$ cat src/rtl/hyper_cfg_sequencer.sv
// Programs and launches one HyperBus uDMA channel from a descriptor, then polls its CFG register until drained.
// Optional macro HYPER_SEQ_CLR_EN: write a clear command to the channel CFG register before the address/size writes.
module hyper_cfg_sequencer #(
  parameter int L2_AWIDTH_NOAL = 12,
  parameter int TRANS_SIZE     = 16,
  parameter int POLL_DELAY     = 4,
  parameter int POLL_TIMEOUT   = 1024
) (
  input  logic                      clk_i,
  input  logic                      rst_i,
  input  logic                      req_valid_i,
  output logic                      req_ready_o,
  input  logic [31:0]               req_ext_addr_i,
  input  logic [L2_AWIDTH_NOAL-1:0] req_l2_addr_i,
  input  logic [TRANS_SIZE-1:0]     req_size_i,
  input  logic                      req_rx_i,
  input  logic [3:0]                req_mode_i,
  output logic [31:0]               cfg_data_o,
  output logic [4:0]                cfg_addr_o,
  output logic                      cfg_valid_o,
  output logic                      cfg_rwn_o,
  input  logic [31:0]               cfg_data_i,
  input  logic                      cfg_ready_i,
  output logic                      busy_o,
  output logic                      done_o,
  output logic                      err_o
);

  localparam int PCW = $clog2(POLL_TIMEOUT + 1);
  localparam int WCW = $clog2(POLL_DELAY + 2);

  typedef enum logic [3:0] {
    S_IDLE, S_CLR, S_SADDR, S_SIZE, S_EXTADDR, S_EXTCFG, S_LAUNCH, S_WAIT, S_POLL, S_DONE
  } state_t;

`ifdef HYPER_SEQ_CLR_EN
  localparam state_t FIRST_WR = S_CLR;
`else
  localparam state_t FIRST_WR = S_SADDR;
`endif

  state_t                    state_q, state_d;
  logic [31:0]               ext_q, ext_d;
  logic [L2_AWIDTH_NOAL-1:0] l2_q, l2_d;
  logic [TRANS_SIZE-1:0]     size_q, size_d;
  logic                      rx_q, rx_d;
  logic [3:0]                mode_q, mode_d;
  logic [WCW-1:0]            wait_q, wait_d;
  logic [PCW-1:0]            poll_q, poll_d;
  logic                      err_q, err_d;

  logic [4:0]     base;
  logic [PCW-1:0] poll_inc;
  logic           chan_idle;
  logic           unused_data;

  assign base      = rx_q ? 5'd0 : 5'd4;
  // Saturating increment so the counter can never wrap back below the timeout.
  assign poll_inc  = (poll_q == PCW'(POLL_TIMEOUT)) ? poll_q : poll_q + 1'b1;
  assign chan_idle = (cfg_data_i[5:4] == 2'b00);
  assign unused_data = ^{cfg_data_i[31:6], cfg_data_i[3:0]};

  always_comb begin
    state_d     = state_q;
    ext_d       = ext_q;
    l2_d        = l2_q;
    size_d      = size_q;
    rx_d        = rx_q;
    mode_d      = mode_q;
    wait_d      = wait_q;
    poll_d      = poll_q;
    err_d       = err_q;
    req_ready_o = 1'b0;
    cfg_valid_o = 1'b0;
    cfg_rwn_o   = 1'b0;
    cfg_addr_o  = 5'd0;
    cfg_data_o  = 32'd0;
    busy_o      = 1'b1;
    done_o      = 1'b0;
    err_o       = 1'b0;
    case (state_q)
      S_IDLE: begin
        busy_o      = 1'b0;
        req_ready_o = 1'b1;
        if (req_valid_i) begin
          ext_d   = req_ext_addr_i;
          l2_d    = req_l2_addr_i;
          size_d  = req_size_i;
          rx_d    = req_rx_i;
          mode_d  = req_mode_i;
          wait_d  = '0;
          poll_d  = '0;
          err_d   = 1'b0;
          state_d = (req_size_i == '0) ? S_DONE : FIRST_WR;
        end
      end
      S_CLR: begin
        cfg_valid_o = 1'b1;
        cfg_addr_o  = base + 5'd2;
        cfg_data_o  = 32'h20;
        if (cfg_ready_i) state_d = S_SADDR;
      end
      S_SADDR: begin
        cfg_valid_o = 1'b1;
        cfg_addr_o  = base;
        cfg_data_o  = 32'(l2_q);
        if (cfg_ready_i) state_d = S_SIZE;
      end
      S_SIZE: begin
        cfg_valid_o = 1'b1;
        cfg_addr_o  = base + 5'd1;
        cfg_data_o  = 32'(size_q);
        if (cfg_ready_i) state_d = S_EXTADDR;
      end
      S_EXTADDR: begin
        cfg_valid_o = 1'b1;
        cfg_addr_o  = 5'd8;
        cfg_data_o  = ext_q;
        if (cfg_ready_i) state_d = S_EXTCFG;
      end
      S_EXTCFG: begin
        cfg_valid_o = 1'b1;
        cfg_addr_o  = 5'd9;
        cfg_data_o  = {28'h0, mode_q};
        if (cfg_ready_i) state_d = S_LAUNCH;
      end
      S_LAUNCH: begin
        cfg_valid_o = 1'b1;
        cfg_addr_o  = base + 5'd2;
        cfg_data_o  = 32'h10;
        if (cfg_ready_i) begin
          wait_d  = '0;
          state_d = (POLL_DELAY == 0) ? S_POLL : S_WAIT;
        end
      end
      S_WAIT: begin
        if (wait_q == WCW'(POLL_DELAY - 1)) state_d = S_POLL;
        else                                wait_d  = wait_q + 1'b1;
      end
      S_POLL: begin
        cfg_valid_o = 1'b1;
        cfg_rwn_o   = 1'b1;
        cfg_addr_o  = base + 5'd2;
        if (cfg_ready_i) begin
          poll_d = poll_inc;
          // A drained channel wins even on the read that hits the timeout.
          if (chan_idle) begin
            err_d   = 1'b0;
            state_d = S_DONE;
          end else if (poll_inc >= PCW'(POLL_TIMEOUT)) begin
            err_d   = 1'b1;
            state_d = S_DONE;
          end
        end
      end
      S_DONE: begin
        done_o  = 1'b1;
        err_o   = err_q;
        state_d = S_IDLE;
      end
      default: state_d = S_IDLE;
    endcase
  end

  always_ff @(posedge clk_i) begin
    if (rst_i) begin
      state_q <= S_IDLE;
      ext_q   <= '0;
      l2_q    <= '0;
      size_q  <= '0;
      rx_q    <= 1'b0;
      mode_q  <= '0;
      wait_q  <= '0;
      poll_q  <= '0;
      err_q   <= 1'b0;
    end else begin
      state_q <= state_d;
      ext_q   <= ext_d;
      l2_q    <= l2_d;
      size_q  <= size_d;
      rx_q    <= rx_d;
      mode_q  <= mode_d;
      wait_q  <= wait_d;
      poll_q  <= poll_d;
      err_q   <= err_d;
    end
  end

endmodule

$ cat config.mk
export PLATFORM = sky130hd
export DESIGN_NAME = hyper_cfg_sequencer
export DESIGN_NICKNAME = d
export VERILOG_FILES = /design/src/rtl/hyper_cfg_sequencer.sv
export SDC_FILE = /design/constraint.sdc
export NUM_CORES = 1
export LEC_CHECK = 0
export BUFFER_PORTS_ARGS = -buffer_cell sky130_fd_sc_hd__buf_2
export CAP_MARGIN = 20
export CORE_ASPECT_RATIO = 1.75
export CORE_MARGIN = 4
export CORE_UTILIZATION = 43
export CTS_BUF_LIST = sky130_fd_sc_hd__clkbuf_8
export DETAILED_ROUTE_END_ITERATION = 8
export PLACE_DENSITY = 0.71
export SKIP_CTS_REPAIR_TIMING = 1
export SYNTH_ARGS = -nofsm -noshare
export SYNTH_HDL_FRONTEND = slang
export SYNTH_SLANG_ARGS = --single-unit
$ cat constraint.sdc
create_clock -name clk_i -period 3.6 [get_ports clk_i]
set_input_delay 0.18 -clock clk_i [delete_from_list [all_inputs] [get_ports clk_i]]
set_output_delay 0.18 -clock clk_i [all_outputs]
set_load 0.01 [all_outputs]
* Word-level counts from Yosys, hierarchy flattened
Index checks and enable logic that the tools add are counted.
** Storage, ports and cells
- Bits in registers :: 84
- Input bits :: 101
- Output and inout port bits :: 43
- Word-level logic and storage cells :: 83
** Operators by class
- Add/sub/neg operators :: 4
- Order comparisons :: 1
- Equal/unequal tests :: 22
- Mux-type cells :: 35
- Reductions and logical operators :: 12
** Operators with widths (number)
- $pmux W32 S6 :: 1
- $mux W4 :: 12
- $pmux W4 S9 :: 1
- $mux W11 :: 3
- $pmux W11 S2 :: 1
- $ne A2 B2 Y1 const B :: 10
- $pmux W4 S5 :: 1
- $eq A4 B3 Y1 const B :: 4
- $logic_not A16 Y1 :: 1
- $mux W3 :: 4
- $add A11 B1 Y11 const B :: 1
- $eq A11 B11 Y1 const B :: 1
- $ge A11 B11 Y1 const B :: 1
- $mux W1 :: 10
- $reduce_and A10 Y1 :: 1
- $pmux W3 S3 :: 1
- $eq A4 B2 Y1 const B :: 2
- $eq A4 B4 Y1 const B :: 2
- $reduce_and A4 Y1 :: 2
- $reduce_or A7 Y1 :: 1
- $add A3 B1 Y4 const B :: 1
- $add A3 B2 Y4 const B :: 1
- $eq A4 B1 Y1 const B :: 1
- $logic_not A4 Y1 :: 1
- other kinds (10) :: 10

* Longest topological paths before layout
- Word-level depth :: 7
- Gate-level depth with buffers :: 8
- Mapped depth without buffers :: 6

* Least setup slack after synthesis
OpenSTA, ideal clock, no wires.
- Path type :: register to register
- From :: register state_q[0]
- To :: register state_q[2]
- Setup time :: 0.117 ns
- Arrival :: 1.819 ns
- Required time :: 3.483 ns
- Path slack :: 1.664 ns
- Stages on the path, launching flop included :: 8
- Path buffers :: 1
- Period minus slack after synthesis :: 1.936 ns
- Cells stage by stage :: dfxtp_1 > or4_1 > buf_4 > inv_6 > a2111oi_0 > or2_1 > a211o_1 > a32o_1
** On the way
- Longest elaborated chain between the ends :: 3
- Elaborated cells on any way between the ends :: 21
- Classes of those cells :: eq/ne (18); mux (1); reduce/logical (2)
** Ends and longest elaborated chain
- from (decl) :: line 42 : state_t state_q, state_d;
- from (signal assigned) :: line 177 : state_q <= state_d;
- $eq A4 B4 Y1 (tied with other cells) :: line 81 : case (state_q)
- $ne A3 B3 Y1 (no source line) / $ne A2 B2 Y1 (equally long branches)
- $reduce_and A10 Y1 (no source line)
Parallel ways exist; a longest one is shown, timed or not.
A chain may end at the register's enable or synchronous reset.

* Worst setup path after layout
- From :: register state_q[2]
- To :: output port cfg_data_o[20]
** On the way
- Longest elaborated chain between the ends :: 2
- Elaborated cells on any way between the ends :: 7
- Classes of those cells :: eq/ne (6); mux (1)
** Ends and longest elaborated chain
- $eq A4 B3 Y1 (tied with other cells) :: line 81
- $pmux W32 S6 (*) :: line 81
- to (decl) :: line 18 : output logic [31:0] cfg_data_o,
Every way passes the cells marked *; elsewhere a longest branch is shown, timed or not.

==> results.py <==
metrics = {
    "synthesis": {
        "synthesized_area_fraction_occupied_by_and_or_nand_nor_cells": 0.3005,
        "main_combinational_cell_family_by_area_after_synthesis": "simple AND/OR/NAND/NOR gates",
        "share_of_the_synthesized_netlist_area_taken_by_xor_and_xnor_gates": 0.01777,
        "synth_top_area_cell": "dfxtp_1",
        "synthesis.area_per_instance_um2": 7.481,
        "syn_area_um2": 3943,
        "yosys_synthesis_warning_count": 0,
        "area_fraction_in_compound_gates_after_synthesis": 0.1860,
        "post_synth_num_cell_types": 54,
        "fraction_of_the_yosys_area_taken_by_sequential_cells": 0.4265,
        "ys_dominant_reg_cell": "dfxtp_1",
        "synthArstFlopShare": 0,
        "synth.mux.area_fraction": 0.005078,
        "synthCells": 527,
        "synth.top_cells.by_area": "dfxtp_1 (43%), nand2_1 (15%), a21oi_1 (9.9%)",
        "synth_nets": 632,
        "synthAdderAreaFrac": 0.01269,
        "postSynthRegisterBits": 84,
        "number_of_synthesized_flops_with_an_enable_pin": 0,
        "fraction_of_post_synthesis_cell_area_in_the_top_cell_type_by_area": 0.4265,
    },
    "worst_hold_path": {
        "min_delay_worst_endpoint": "mode_q[1]$_SDFFE_PP0P_",
        "hold-path-cell-count": 3,
        "hp-start": "req_mode_i[1]",
        "hp-class": "in -> reg",
    },
    "route": {
        "wl_per_cell_um": 14.66,
        "drt_pass1_iterations": 5,
        "detail_route.wirelength_mm": 10.92,
        "vias": 3976,
        "drt_iter0_markers": 366,
        "antenna_violating_nets_post_route": 0,
        "drt-vias-per-instance": 5.337,
        "route.detailed.drc": 0,
    },
    "final_layout": {
        "num-nets-final": 725,
        "finalNonFillerCells": 745,
        "mostFrequentLayoutCell": "nand2_1",
        "area_delta_synth_final_pct": 20.98,
        "layout_common_cells": "nand2_1 (159), buf_2 (112), dfxtp_1 (84)",
        "post_route_cells_drive_above_1_share": 0.2336,
        "final.fill_count": 911,
        "final_core_utilization": 0.5278,
        "num_antenna_cells": 0,
    },
    "grt": {
        "antenna_violations_before_repair": 0,
        "grt_max_degree": 66,
        "grt-ovfl-total": 0,
        "grt_pass1_wl_mm": 17.27,
        "vias_in_the_first_global_route": 3708,
        "grt_util_all_layers": 0.2026,
    },
    "worst_setup_path": {
        "path_class": "reg -> out",
        "reg2reg_to": "ext_q[12]$_SDFFE_PP0P_",
        "crit_path_max_fanout": 22,
        "worstSetupStartpoint": "state_q[2]$_SDFFE_PP0P_",
        "timing.critical_path.required_ps": 3420,
        "worst-r2r-setup-slack_ps": 910,
        "worst_setup_path_start_kind": "flop",
        "worstSetupEndpointType": "output port",
        "ff2ff_path_depth": 6,
        "crit-reg2reg-launch": "state_q[0]$_SDFFE_PP0P_",
        "cp.arrival_ps": 2820,
    },
    "clock_tree": {
        "ctsRootBufferMaster": "clkbuf_8",
        "h-tree-depth": 3,
        "worstSkewPairLatency_ps": 360,
        "tritoncts": "built",
        "numCtsBuffers": 9,
        "path_clk_slew_ps": 90,
        "cts_buffer_depth": 2,
        "cts_sinks": 84,
    },
    "place": {
        "io_buffers": 112,
        "detailedPlacementHpwl_mm": 7.972,
        "gp_routability_congestion": 0.8655,
        "dp.cells": 729,
    },
    "power_and_ir_drop": {
        "clkPwrFrac": 0.240,
        "cellPowerDensity_nw_per_um2": 598.3,
        "switching_share": 0.3864,
        "design_internal_power_mw": 1.751,
        "leakage_nw": 1.989,
        "share_comb_of_total_power": 0.340,
        "vdd_ir_drop_max_mv": 0.3367,
        "power.switching_mw": 1.103,
        "sequentialPowerShare": 0.420,
    },
    "timing": {
        "max_freq_mhz": 333.2,
        "ratio_of_final_minimum_period_to_clock_period": 0.8336,
        "timing_max_transition_violations_final": 0,
        "rsz0062_at_grt": "false",
        "timing.final.hold_violations": 0,
        "setup-tns-final_ps": 0,
        "worst_slew_margin_rel": 0.4131,
        "final.setup_skew_ps": 10.45,
        "worst_tran_pin_value_ps": 875.6,
        "layout_min_cycle_time_ps": 3001,
        "setup-violations-final": 0,
    },
    "floorplanning": {
        "num_rows": 46,
        "floorplan_core_area_um2": 9036,
        "initial_utilization": 0.4363,
        "io_pins": 144,
        "chipWidth_um": 80.38,
        "floorplan.die.height_um": 134.7,
        "die-area_um2": 10820,
    },
    "flow_run": {
        "timing.max_cap.violations": 0,
    },
    "status": {
        "status": "finished, final reports clean",
    },
}
## flip-flops by register name, summed over array words and instances (netlist names), 3 cells and up
| register | count |
|---|---|
| ext_q | 32 |
| l2_q | 12 |
| mode_q | 4 |
| poll_q | 11 |
| size_q | 16 |
| state_q | 4 |
| wait_q | 3 |
## metrics by stage
step | hold slack (ps) | cell area, µm² | total power, mW | worst slack (ps)
6_report | 45.31 | 4770 | 2.853 | 598.9
5_1_grt | 41.40 | 4770 | 3.040 | 409.8
4_1_cts | 36.83 | 4770 | 2.868 | 621.5
3_5_place_dp | 426.6 | 4571 | 2.192 | 972.1
3_3_place_gp | 421.1 | 4571 | 2.164 | 1003
2_1_floorplan | 316.0 | 3943 | 1.888 | 1664
## synthesized netlist by cell type, drive strengths merged (4+ instances only)
cell type    n
clkbuf      26
buf         11
o21ai        6
nor2        24
dfxtp       84
a22o         4
o31ai        5
nand4        7
nand2      160
and2        18
nand3        9
inv         10
or4          4
xnor2        5
ha           4
a22oi       11
nor4         9
nor3         9
a21oi       78
## critical path, stage by stage, from the launching register on
cell and delay, ps:
dfxtp_1 790, nand2_1 270, nor3_2 730, buf_4 360, and2_1 180, buf_2 130
## worst max path at each step
stage                         endpoint  slack, ps
6_report                cfg_data_o[20]        600
5_1_grt                 cfg_data_o[15]        410
4_1_cts                 cfg_data_o[15]        620
3_5_place_dp    ext_q[22]$_SDFFE_PP0P_        970
3_3_place_gp    mode_q[0]$_SDFFE_PP0P_       1000
2_1_floorplan  state_q[2]$_SDFFE_PP0P_       1660
## routing by layer
| layer | share of wire | vias up | global-route usage |
|---|---|---|---|
| li1 | - | 1984 | - |
| met2 | 0.53 | 113 | 0.3598 |
| met3 | 0.048 | 23 | 0.03271 |
| met4 | 0.028 | 0 | 0.09492 |
| met1 | 0.39 | 1856 | 0.2314 |
| met5 | 0 | - | 0 |
## power groups by stage
stage / combinational (mW) / sequential (mW) / clock, mW
after global placement: 0.953 / 1.21 / 0
after floorplan: 0.724 / 1.16 / 0
final: 0.970 / 1.20 / 0.684
after detailed placement: 0.973 / 1.22 / 0
after global routing: 1.08 / 1.22 / 0.736
after CTS: 0.977 / 1.20 / 0.694
## layout make-up
type | count | area, µm² | area share
well taps | 120 | 150.1 | 0.03148
clock inverters | 7 | 75.07 | 0.01574
multi-input cells | 396 | 2071 | 0.4342
clock buffers | 9 | 123.9 | 0.02597
flip-flops and latches | 84 | 1682 | 0.3526
inverters | 10 | 42.54 | 0.008919
repair buffers | 119 | 625.6 | 0.1312
## kinds of logic (layout without fill, tap and decap cells)
| kind of cell | after synthesis | in the layout |
|---|---|---|
| compound gates | 123 | 123 |
| xor+xnor | 8 | 8 |
| fa+ha+maj | 4 | 4 |
| buf+inv | 47 | 145 |
| flops | 84 | 84 |
| mux | 2 | 2 |
| other cells | 1 | 1 |
| simple gates | 258 | 258 |
Power figures use the tool's default switching activity.
